## src/rtl/z3_reg_window_if.sv

```systemverilog
`default_nettype none
// =============================================================================
// Module   : z3_reg_window_if
// Brief    : Zorro III slave-cycle bus bundle seen by a register window.
// Revision : 1.0 - initial release
// =============================================================================
interface z3_reg_window_if;
  logic [21:0] ADDR;
  logic        READ;
  logic [7:0]  DIN;
  logic        FCS_n;
  logic        slave_cycle;
  logic        configured;
  logic        SEL_n;
  logic [7:0]  DOUT;
  logic        DTACK;

  modport master (
    output ADDR, READ, DIN, FCS_n, slave_cycle, configured,
    input  SEL_n, DOUT, DTACK
  );

  modport slave (
    input  ADDR, READ, DIN, FCS_n, slave_cycle, configured,
    output SEL_n, DOUT, DTACK
  );
endinterface
`default_nettype wire

```

## src/rtl/z3_reg_window.sv

```systemverilog
`default_nettype none
// =============================================================================
// Module   : z3_reg_window
// Brief    : Z3 register-window slave with NREGS byte registers and
//            programmable DTACK wait states. Optional lock register when
//            Z3_REG_LOCK_EN is defined.
// Revision : 1.0 - initial release
// =============================================================================
module z3_reg_window #(
  parameter int                 NREGS       = 4,
  parameter logic [6:0]         BASE        = 7'h46,
  parameter int                 WAIT_CYCLES = 0,
  parameter logic [NREGS*8-1:0] RESET_VAL   = '0
) (
  input  logic               CLK,
  input  logic               RESET,
  z3_reg_window_if.slave     bus,
  output logic [NREGS*8-1:0] REG_Q
);

  localparam int             c_IW      = $clog2(NREGS);
  localparam logic [c_IW:0]  c_NREGS   = (c_IW + 1)'(NREGS);
  localparam logic [3:0]     c_WAIT    = 4'(WAIT_CYCLES);
  localparam logic [1:0]     c_ST_IDLE = 2'd0;
  localparam logic [1:0]     c_ST_WAIT = 2'd1;
  localparam logic [1:0]     c_ST_HOLD = 2'd2;

  logic [1:0]      r_state;
  logic [1:0]      w_state_nxt;
  logic [c_IW-1:0] r_idx;
  logic            r_read;
  logic [3:0]      r_cnt;
  logic [7:0]      r_dout;
  logic            r_dtack;
  logic            w_sel;
  logic            w_latch;
  logic            w_access;
  logic            w_idx_ok;
  logic            w_wr_go;
  logic            w_data_wr;
  logic [7:0]      w_rd_data;
  logic            w_unused_addr;

  assign w_sel         = bus.slave_cycle && bus.configured && (bus.ADDR[21:15] == BASE);
  assign bus.SEL_n     = !w_sel;
  assign bus.DOUT      = r_dout;
  assign bus.DTACK     = r_dtack;
  assign w_unused_addr = ^bus.ADDR[14:c_IW];

  always_ff @(posedge CLK or posedge RESET) begin
    if (RESET) r_state <= c_ST_IDLE;
    else       r_state <= w_state_nxt;
  end

  always_comb begin
    w_state_nxt = r_state;
    case (r_state)
      c_ST_IDLE: if (w_sel && !bus.FCS_n) w_state_nxt = c_ST_WAIT;
      c_ST_WAIT: begin
        if (bus.FCS_n)          w_state_nxt = c_ST_IDLE;
        else if (r_cnt == 4'd0) w_state_nxt = c_ST_HOLD;
      end
      c_ST_HOLD: if (bus.FCS_n) w_state_nxt = c_ST_IDLE;
      default:   w_state_nxt = c_ST_IDLE;
    endcase
  end

  always_comb begin
    w_latch  = 1'b0;
    w_access = 1'b0;
    case (r_state)
      c_ST_IDLE: w_latch  = w_sel && !bus.FCS_n;
      c_ST_WAIT: w_access = !bus.FCS_n && (r_cnt == 4'd0);
      default: ;
    endcase
  end

  always_ff @(posedge CLK or posedge RESET) begin
    if (RESET) begin
      r_idx   <= '0;
      r_read  <= 1'b0;
      r_cnt   <= 4'd0;
      r_dout  <= 8'hFF;
      r_dtack <= 1'b0;
    end else begin
      if (w_latch) begin
        r_idx  <= bus.ADDR[c_IW-1:0];
        r_read <= bus.READ;
        r_cnt  <= c_WAIT;
      end else if (r_state == c_ST_WAIT && !bus.FCS_n && r_cnt != 4'd0) begin
        r_cnt <= r_cnt - 4'd1;
      end
      if (w_access && r_read) r_dout <= w_rd_data;
      r_dtack <= (w_state_nxt == c_ST_HOLD);
    end
  end

  // Only non-power-of-two windows can address a missing register.
  generate
    if (NREGS == (1 << c_IW)) begin : g_idx_full
      assign w_idx_ok = 1'b1;
    end else begin : g_idx_part
      assign w_idx_ok = ({1'b0, r_idx} < c_NREGS);
    end
  endgenerate

  always_comb begin
    w_rd_data = 8'hFF;
    if (w_idx_ok) begin
      for (int i = 0; i < NREGS; i++) begin
        if (r_idx == c_IW'(i)) w_rd_data = REG_Q[i*8 +: 8];
      end
    end
  end

  assign w_wr_go = w_access && !r_read && w_idx_ok;

`ifdef Z3_REG_LOCK_EN
  logic r_locked;
  logic w_lock_slot;

  assign w_lock_slot = (r_idx == c_IW'(NREGS - 1));
  assign w_data_wr   = w_wr_go && !w_lock_slot && !r_locked;

  always_ff @(posedge CLK or posedge RESET) begin
    if (RESET) begin
      r_locked <= 1'b0;
    end else if (w_wr_go && w_lock_slot) begin
      if (bus.DIN == 8'hA5)      r_locked <= 1'b1;
      else if (bus.DIN == 8'h5A) r_locked <= 1'b0;
    end
  end
`else
  assign w_data_wr = w_wr_go;
`endif

  generate
    for (genvar i = 0; i < NREGS; i++) begin : g_reg
      localparam logic [c_IW-1:0] c_I = c_IW'(i);
`ifdef Z3_REG_LOCK_EN
      if (i == NREGS - 1) begin : g_lock
        assign REG_Q[i*8 +: 8] = {7'b0, r_locked};
      end else begin : g_data
        logic [7:0] r_q;
        always_ff @(posedge CLK or posedge RESET) begin
          if (RESET)                         r_q <= RESET_VAL[i*8 +: 8];
          else if (w_data_wr && r_idx == c_I) r_q <= bus.DIN;
        end
        assign REG_Q[i*8 +: 8] = r_q;
      end
`else
      begin : g_data
        logic [7:0] r_q;
        always_ff @(posedge CLK or posedge RESET) begin
          if (RESET)                         r_q <= RESET_VAL[i*8 +: 8];
          else if (w_data_wr && r_idx == c_I) r_q <= bus.DIN;
        end
        assign REG_Q[i*8 +: 8] = r_q;
      end
`endif
    end
  endgenerate

endmodule
`default_nettype wire

```

## src/flat_wrapper.sv

```systemverilog
// flat-port wrapper written by rule: the top's interface ports become plain ports
module z3_reg_window_flat 
#(
  parameter int                 NREGS       = 4,
  parameter logic [6:0]         BASE        = 7'h46,
  parameter int                 WAIT_CYCLES = 0,
  parameter logic [NREGS*8-1:0] RESET_VAL   = '0
)
  (CLK, RESET, REG_Q, bus_ADDR, bus_READ, bus_DIN, bus_FCS_n, bus_slave_cycle, bus_configured, bus_SEL_n, bus_DOUT, bus_DTACK);
  z3_reg_window_if bus_i ();
  input  logic CLK;
  input  logic RESET;
  output logic [NREGS*8-1:0] REG_Q;
  input wire logic [$bits(bus_i.ADDR)-1:0] bus_ADDR;
  input wire logic [$bits(bus_i.READ)-1:0] bus_READ;
  input wire logic [$bits(bus_i.DIN)-1:0] bus_DIN;
  input wire logic [$bits(bus_i.FCS_n)-1:0] bus_FCS_n;
  input wire logic [$bits(bus_i.slave_cycle)-1:0] bus_slave_cycle;
  input wire logic [$bits(bus_i.configured)-1:0] bus_configured;
  output wire logic [$bits(bus_i.SEL_n)-1:0] bus_SEL_n;
  output wire logic [$bits(bus_i.DOUT)-1:0] bus_DOUT;
  output wire logic [$bits(bus_i.DTACK)-1:0] bus_DTACK;
  assign bus_i.ADDR = bus_ADDR;
  assign bus_i.READ = bus_READ;
  assign bus_i.DIN = bus_DIN;
  assign bus_i.FCS_n = bus_FCS_n;
  assign bus_i.slave_cycle = bus_slave_cycle;
  assign bus_i.configured = bus_configured;
  assign bus_SEL_n = bus_i.SEL_n;
  assign bus_DOUT = bus_i.DOUT;
  assign bus_DTACK = bus_i.DTACK;
  z3_reg_window #(.NREGS(NREGS), .BASE(BASE), .WAIT_CYCLES(WAIT_CYCLES), .RESET_VAL(RESET_VAL)) u_core (.CLK(CLK), .RESET(RESET), .bus(bus_i), .REG_Q(REG_Q));
endmodule
```

## config.mk

```make
export PLATFORM = sky130hd
export DESIGN_NAME = z3_reg_window_flat
export DESIGN_NICKNAME = d
export VERILOG_FILES = /design/src/rtl/z3_reg_window_if.sv /design/src/rtl/z3_reg_window.sv /design/src/flat_wrapper.sv
export SDC_FILE = /design/constraint.sdc
export NUM_CORES = 1
export LEC_CHECK = 0
export BUFFER_PORTS_ARGS = -buffer_cell sky130_fd_sc_hd__buf_4
export CAP_MARGIN = 20
export CORE_ASPECT_RATIO = 1.25
export CORE_MARGIN = 4
export CORE_UTILIZATION = 49
export DETAILED_ROUTE_END_ITERATION = 12
export PLACE_DENSITY = 0.78
export SLEW_MARGIN = 20
export SYNTH_ARGS = -nofsm -noshare
export SYNTH_HDL_FRONTEND = slang
export SYNTH_SLANG_ARGS = --single-unit
```

## constraint.sdc

```tcl
create_clock -name CLK -period 2 [get_ports CLK]
set_input_delay 0.3 -clock CLK [delete_from_list [all_inputs] [get_ports CLK]]
set_output_delay 0.3 -clock CLK [all_outputs]
set_load 0.02 [all_outputs]
```

Yosys cells after proc, flatten, opt, wreduce, memory -nomap -nowiden
Cells that the tools add are included.
{"block": "totals", "regBits": 50, "input_bits": 36, "out_inout_bits": 42, "wordCells": 51}
{"block": "classes", "addsub": 1, "eq_ne": 7, "mux": 13, "n_reduce_logical": 20}
{"op": "two-way mux 8 bit", "count": 4}
{"op": "logical AND 1 bit", "count": 12}
{"op": "== test 2 bit, second input constant", "count": 4}
{"op": "two-way mux 2 bit", "count": 4}
{"op": "two-way mux 4 bit", "count": 2}
{"op": "== test 7 bit, second input constant", "count": 1}
{"op": "one-hot mux 2 bit (3 select lines)", "count": 1}
{"op": "== test 2 x 1 -> 1 bit, second input constant", "count": 2}
{"op": "logical NOT 2 bit", "count": 2}
{"op": "logical NOT 4 bit", "count": 1}
{"op": "nonzero test 4 bit", "count": 1}
{"op": "subtractor 4 x 1 -> 4 bit, second input constant", "count": 1}
{"op": "logical NOT 1 bit", "count": 3}
{"op": "two-way mux 1 bit", "count": 2}
{"op": "nonzero test 2 bit", "count": 1}

Depth between registers and ports, before layout
Gate-level depths: netlist of the first run.
{"block": "logic_depth", "ltp_word": 6, "mapped_depth": 6}

Worst setup path after synthesis of the first run
Ideal clock, no wire load.
{"block": "synth_timing", "path_type": "register to register", "start": "reg u_core.r_cnt[0]", "end": "reg u_core.g_reg[1].g_data.r_q[0]", "arrival_time_ns": 1.622, "required_ns": 1.875, "path_slack_ns": 0.253, "path_stages_with_launch": 7, "path_buffers": 1, "cell_sequence": "dfrtp_1 > inv_1 > ha_1 > nor3b_1 > buf_4 > nand4_2 > mux2_2"}
{"block": "synth_via", "elab_chain_len": 5}
{"element": "start, declared", "line_no": "z3_reg_window.sv:32", "rtl": "logic [3:0] r_cnt;"}
{"element": "start signal, assigned", "line_no": "z3_reg_window.sv:89", "rtl": "r_cnt <= c_WAIT;"}
{"element": "start signal, assigned", "line_no": "z3_reg_window.sv:91", "rtl": "r_cnt <= r_cnt - 4'd1;"}
{"element": "logical NOT 4 bit", "line_no": "z3_reg_window.sv:73", "rtl": "c_ST_WAIT: w_access = !bus.FCS_n && (r_cnt == 4'd0);"}
{"element": "logical AND 1 bit", "line_no": "z3_reg_window.sv:73"}
{"element": "two-way mux 1 bit", "line_no": "z3_reg_window.sv:71", "rtl": "case (r_state)"}
{"element": "logical AND 1 bit", "line_no": "z3_reg_window.sv:116", "rtl": "assign w_wr_go = w_access && !r_read && w_idx_ok;"}
{"element": "logical AND 1 bit", "line_no": "z3_reg_window.sv:156", "rtl": "else if (w_data_wr && r_idx == c_I) r_q <= bus.DIN;"}
{"element": "end signal, assigned", "line_no": "z3_reg_window.sv:155", "rtl": "if (RESET) r_q <= RESET_VAL[i*8 +: 8];"}
{"element": "end signal, assigned", "line_no": "z3_reg_window.sv:156"}
{"element": "end, declared", "line_no": "z3_reg_window.sv:153", "rtl": "logic [7:0] r_q;"}
No other way between the ends.
A chain may end at the register's enable or synchronous reset.

Worst setup path after layout of the first run
{"block": "layout_timing", "start": "reg u_core.r_cnt[0]", "end": "reg u_core.g_reg[1].g_data.r_q[7]"}
The elaborated chain is that of the path after synthesis.

==> flow_summary.json, run 1 <==
{
  "critPathSlowestCell": "dfrtp_1",
  "wl_um": 4940,
  "period_share": 0.908,
  "post_drt_wl_per_cell_um": 17.8,
  "drtPass1Iterations": 2,
  "ys.warnings.count": 0,
  "drive_above_1_share": 0.658,
  "synth_area_mm2": 0.00226,
  "dp_hpwl_um": 3670,
  "tightestPinTransition_ps": 605,
  "fp.dieW_um": 68.8,
  "clk-insertion-delay-late_ps": 300,
  "globalRoute.totalOverflow": 0,
  "ir_drop_v": 0.000424,
  "grt_usage": 0.190,
  "synthToLayoutAreaGrowth_pct": 31.7,
  "max_stage_delay_ps": 410,
  "period_minus_slack_ps": 1820,
  "nets": 256,
  "cts_tree": "built",
  "synth_cell_type_count": 30,
  "hold_violations": 0,
  "dp_cells": 269,
  "grt_pass1_wl_um": 8260,
  "finalSetupViolCount": 0,
  "core_mm2": 0.00443,
  "gp_congestion": 0.717,
  "grt_pass1_vias": 1661,
  "path_buf_inv": 2,
  "layout_common_cells": "buf_4, mux2_2, dfrtp_1, mux4_2, dfstp_2",
  "postSynthAreaPerCell_um2": 15.6,
  "num_vias": 1492,
  "start_util": 0.511,
  "grt_setup_unrepaired": "no",
  "antenna_found_initial": 0,
  "clk_pin_slew_ps": 90,
  "ios": 78,
  "fin_worst_skew_ps": 9.38,
  "syn-num-nets": 183,
  "htree_levels": 2,
  "hp-class": "primary input to async pin",
  "cp_max_fo": 11,
  "crit_arrival_ps": 2000,
  "stdcell_count": 277,
  "slew_violations": 0,
  "cp_top_family": "simple AND/OR/NAND/NOR gates",
  "cp-end-kind": "flop",
  "cp.required_ps": 2190,
  "antenna-diode-count": 0,
  "netlist_top_cells_area": "dfrtp_1, mux2_2, dfstp_2",
  "yosys.area.top_type_share": 0.465,
  "timing.fmax_ghz": 0.551,
  "layout_commonest_cell": "buf_4",
  "max_slew_margin": 0.596,
  "ys_seq_area_frac": 0.558,
  "ant_nets": 0,
  "synth_top_cell_by_area": "dfrtp_1",
  "crit_chain": "inv_1 > ha_1 > nor3b_1 > buf_4 > nand4_4 > mux2_2",
  "crit_type": "flop to flop",
  "clock_path_buffers": 2,
  "drt-initial-drc-count": 61,
  "synth-seq-cells": 50,
  "final.setup.tns_ps": 0,
  "status": "finished, final reports clean",
  "maxCapViolations": 0,
  "postCtsHoldBufs": 0,
  "rows": 27,
  "fp.dieArea_mm2": 0.00577,
  "remaining_drc_errors": 0,
  "power_density_mw_per_mm2": 578,
  "port_buffers": 64,
  "p_leak_uw": 0.00153,
  "clkSinkCount": 50,
  "grt_start_max_net_pins": 27,
  "viasPerCell": 5.39,
  "cts_buffers": 5,
  "cp-start-kind": "flop",
  "die_h_um": 83.9,
  "cts-root-buf": "clkbuf_8",
  "synth_cells": 145
}
-- stage by stage --
stage / worst slack, ps / power (uW) / cell area [um2] / utilization / hold slack [ps]
detailed placement: 67.7 / 1130 / 2850 / 0.643 / 391
finish: 184 / 1720 / 2980 / 0.673 / 42.6
floorplan: 253 / 1070 / 2260 / - / 451
global route: 31.2 / 1810 / 2980 / 0.673 / 83.7
CTS: 47.9 / 1740 / 2940 / 0.665 / 59.5
global placement: 118 / 1130 / 2850 / 0.643 / 375
-- path summary, 6_finish.rpt --
kind	cells past startpoint	slack, ps	endpoint	startpoint
max	6	180	u_core.g_reg[1].g_data.r_q[7]	u_core.r_cnt[0]
max in group asynchronous	3	1360	u_core.bus.DOUT[7]	RESET
max reg2reg	6	180	u_core.g_reg[1].g_data.r_q[7]	u_core.r_cnt[0]
min reg2reg	1	540	u_core.g_reg[1].g_data.r_q[3]	u_core.g_reg[1].g_data.r_q[3]
min	2	40	u_core.g_reg[0].g_data.r_q[2]	RESET
min in group CLK	2	230	u_core.r_read	bus_READ
-- cells in the mapped netlist (all sizes together) --
| cell | n |
|---|---|
| nor4 | 1 |
| nor2 | 1 |
| dfstp | 8 |
| a31o | 1 |
| nand4 | 3 |
| or3 | 3 |
| mux2 | 43 |
| buf | 3 |
| o21ai | 3 |
| a21boi | 3 |
| nand3 | 2 |
| ha | 2 |
| or3b | 1 |
| nor3 | 1 |
| mux4 | 8 |
| nor4bb | 2 |
| nor2b | 3 |
| dfrtp | 42 |
| nor3b | 2 |
| nor4b | 1 |
| o21a | 2 |
| a311o | 1 |
| nand4b | 2 |
| a21oi | 3 |
| inv | 4 |
-- metal layers --
metal	vias up	track usage	routed length, um	share of wire
li1	694	-	-	-
met1	748	0.236	1930	0.39
met2	43	0.329	2660	0.54
met3	7	0.0431	297	0.060
met4	0	0.0426	51	0.010
met5	-	0	0	0
-- layout make-up --
cell class	count	area, um2
fillers	350	1450
flip-flops and latches	50	1260
multi-input cells	88	1000
repair buffers	69	531
clock buffers	6	82.6
well taps	58	72.6
inverters	4	15.0
clock inverters	2	12.5
-- registers in the layout, indices dropped and copies added (netlist names) --
| signal | flops |
|---|---|
| u_core.bus.DOUT | 8 |
| u_core.r_state | 2 |
| u_core.g.g_data.r_q | 32 |
| u_core.r_cnt | 4 |
| u_core.r_read | 1 |
| u_core.bus.DTACK | 1 |
| u_core.r_idx | 2 |
-- cell families (layout without fill, tap and decap cells) --
logic type               after synthesis  after routing  share of synthesized area
adder cells (fa/ha/maj)                2              2                     0.0111
multiplexers                          51             51                      0.294
AO/OA/AOI/OAI                         13             13                     0.0382
AND/OR/NAND/NOR                       22             22                     0.0852
buffers and inverters                  7             81                     0.0138
flip-flops                            50             50                      0.558
-- timing repair --
action                                  in CTS  in global routing
buffers inserted                             0                  0
endpoints found under the setup margin       0                 32
gates resized for setup                      0                  4
-- power breakdown --
group / internal, uW / switching (uW)
clock network: 278 / 328
registers: 1010 / 6.47
logic: 48.9 / 44.4
(Power assumes the default switching activity.)
==> run 2, diff against run 1 <==
- PLACE_DENSITY: 0.78 -> default
- PLACE_DENSITY_LB_ADDON: default -> 0.25
==> flow_summary.json, run 2 (synthesized netlist as in run 1, its figures left out) <==
{
  "status": "finished, final reports clean",
  "drtPass1Iterations": 6,
  "nets": 257,
  "ios": 78,
  "clk-insertion-delay-late_ps": 300,
  "num_vias": 1536,
  "layout_commonest_cell": "buf_4",
  "gp_congestion": 0.757,
  "hp-class": "primary input to async pin",
  "whs_ps": 8.06,
  "ir_drop_v": 0.000430,
  "worstSetupStartpoint": "u_core.r_cnt[0]",
  "fillerInstances": 338,
  "timing.fmax_ghz": 0.517,
  "dp_cells": 270,
  "grt_usage": 0.203,
  "antenna_found_initial": 0,
  "post-cts-setup-buffer-count": 0,
  "htree_levels": 2,
  "slew_violations": 0,
  "post_drt_wl_per_cell_um": 18.7,
  "maxCapViolations": 0,
  "layout_common_cells": "buf_4, mux2_2, dfrtp_1, mux4_2, dfstp_2",
  "fp.dieW_um": 68.8,
  "finalSetupViolCount": 0,
  "crit_type": "flop to flop",
  "power_density_mw_per_mm2": 583,
  "grt_pass1_wl_um": 8560,
  "period_minus_slack_ps": 1930,
  "start_util": 0.511,
  "max_stage_delay_ps": 410,
  "hold_violations": 0,
  "port_buffers": 64,
  "clock_path_buffers": 2,
  "crit_arrival_ps": 2120,
  "cp-end-kind": "flop",
  "wl_um": 5200,
  "core_mm2": 0.00443,
  "fp.dieArea_mm2": 0.00577,
  "cts_buffers": 5,
  "critPathSlowestCell": "dfrtp_1",
  "clkSinkCount": 50,
  "r2r-start": "u_core.r_cnt[0]",
  "fin_worst_skew_ps": 3.88,
  "globalRoute.totalOverflow": 0,
  "period_share": 0.967,
  "dp_hpwl_um": 3920,
  "stdcell_count": 278,
  "cp_max_fo": 11,
  "rows": 27,
  "die_h_um": 83.9,
  "p_leak_uw": 0.00151,
  "cts_tree": "built",
  "antenna-diode-count": 0,
  "max_slew_margin": 0.691,
  "cts-resized-gates": 0,
  "largest_reg_flops": 32,
  "cp-start-kind": "flop",
  "synthToLayoutAreaGrowth_pct": 29.8,
  "regMostFlops": "u_core.g.g_data.r_q",
  "grt_start_max_net_pins": 24,
  "drt-initial-drc-count": 47,
  "crit_chain": "inv_1 > ha_1 > nor3b_1 > buf_4 > nand4_2 > mux2_2",
  "cts-root-buf": "clkbuf_8",
  "postCtsHoldBufs": 0,
  "viasPerCell": 5.53,
  "clk_pin_slew_ps": 90,
  "grt_pass1_vias": 1686,
  "cp.required_ps": 2180,
  "remaining_drc_errors": 0,
  "drive_above_1_share": 0.655,
  "tightestPinTransition_ps": 462,
  "grt_setup_unrepaired": "yes",
  "ant_nets": 0
}
run 2: cell count changes in the layout (fill, tap and decap cells not counted), sizes merged:
cell,before,now
buf,69,70
clkbuf,6,7
clkinvlp,1,0
run 2: through the flow:
step | utilization | cell area [um2] | TNS [ps] | setup slack (ps) | power [uW]
global placement | 0.642 | 2840 | 0 | 112 | 1130
floorplan | - | 2260 | 0 | 253 | 1070
CTS | 0.663 | 2930 | 0 | 46.1 | 1730
detailed placement | 0.642 | 2840 | 0 | 92.1 | 1130
global route | 0.663 | 2930 | -1880 | -74.3 | 1790
finish | 0.663 | 2930 | 0 | 66.2 | 1710
run 2: worst max-delay path, delay by kind of cell (launching register included):
family	cells	cell delay (ps)
adder cells (fa/ha/maj)	1	190
buffers and inverters	2	300
flip-flops	1	410
multiplexers	1	400
AND/OR/NAND/NOR	2	530
run 2: cell type report:
class | count | area [um2] | share of cell area
clock inverters | 1 | 5.00 | 0.00171
well taps | 58 | 72.6 | 0.0247
inverters | 4 | 15.0 | 0.00512
repair buffers | 70 | 526 | 0.179
flip-flops and latches | 50 | 1260 | 0.430
multi-input cells | 88 | 968 | 0.330
clock buffers | 7 | 86.3 | 0.0294
run 2: path summary, 6_finish.rpt:
kind,cells past startpoint,to,slack (ps)
worst max-delay path,6,u_core.g_reg[1].g_data.r_q[6],70
worst min-delay path,2,u_core.bus.DTACK,8
worst max register to register,6,u_core.g_reg[1].g_data.r_q[6],70
worst min register to register,1,u_core.g_reg[2].g_data.r_q[4],550
max in group asynchronous,3,u_core.bus.DOUT[3],1340
min in group CLK,2,u_core.r_read,240
run 2: report_power, final:
part           switching (uW)  internal [uW]
Sequential               5.31           1010
Clock                     320            280
Combinational            45.0           47.1
Total                     370           1340
run 2: metal layers:
layer,up-vias,wire length [um],GRT usage
met5,-,0,0
li1,694,-,-
met4,0,78,0.0869
met2,59,2830,0.335
met1,775,1910,0.242
met3,8,385,0.0526
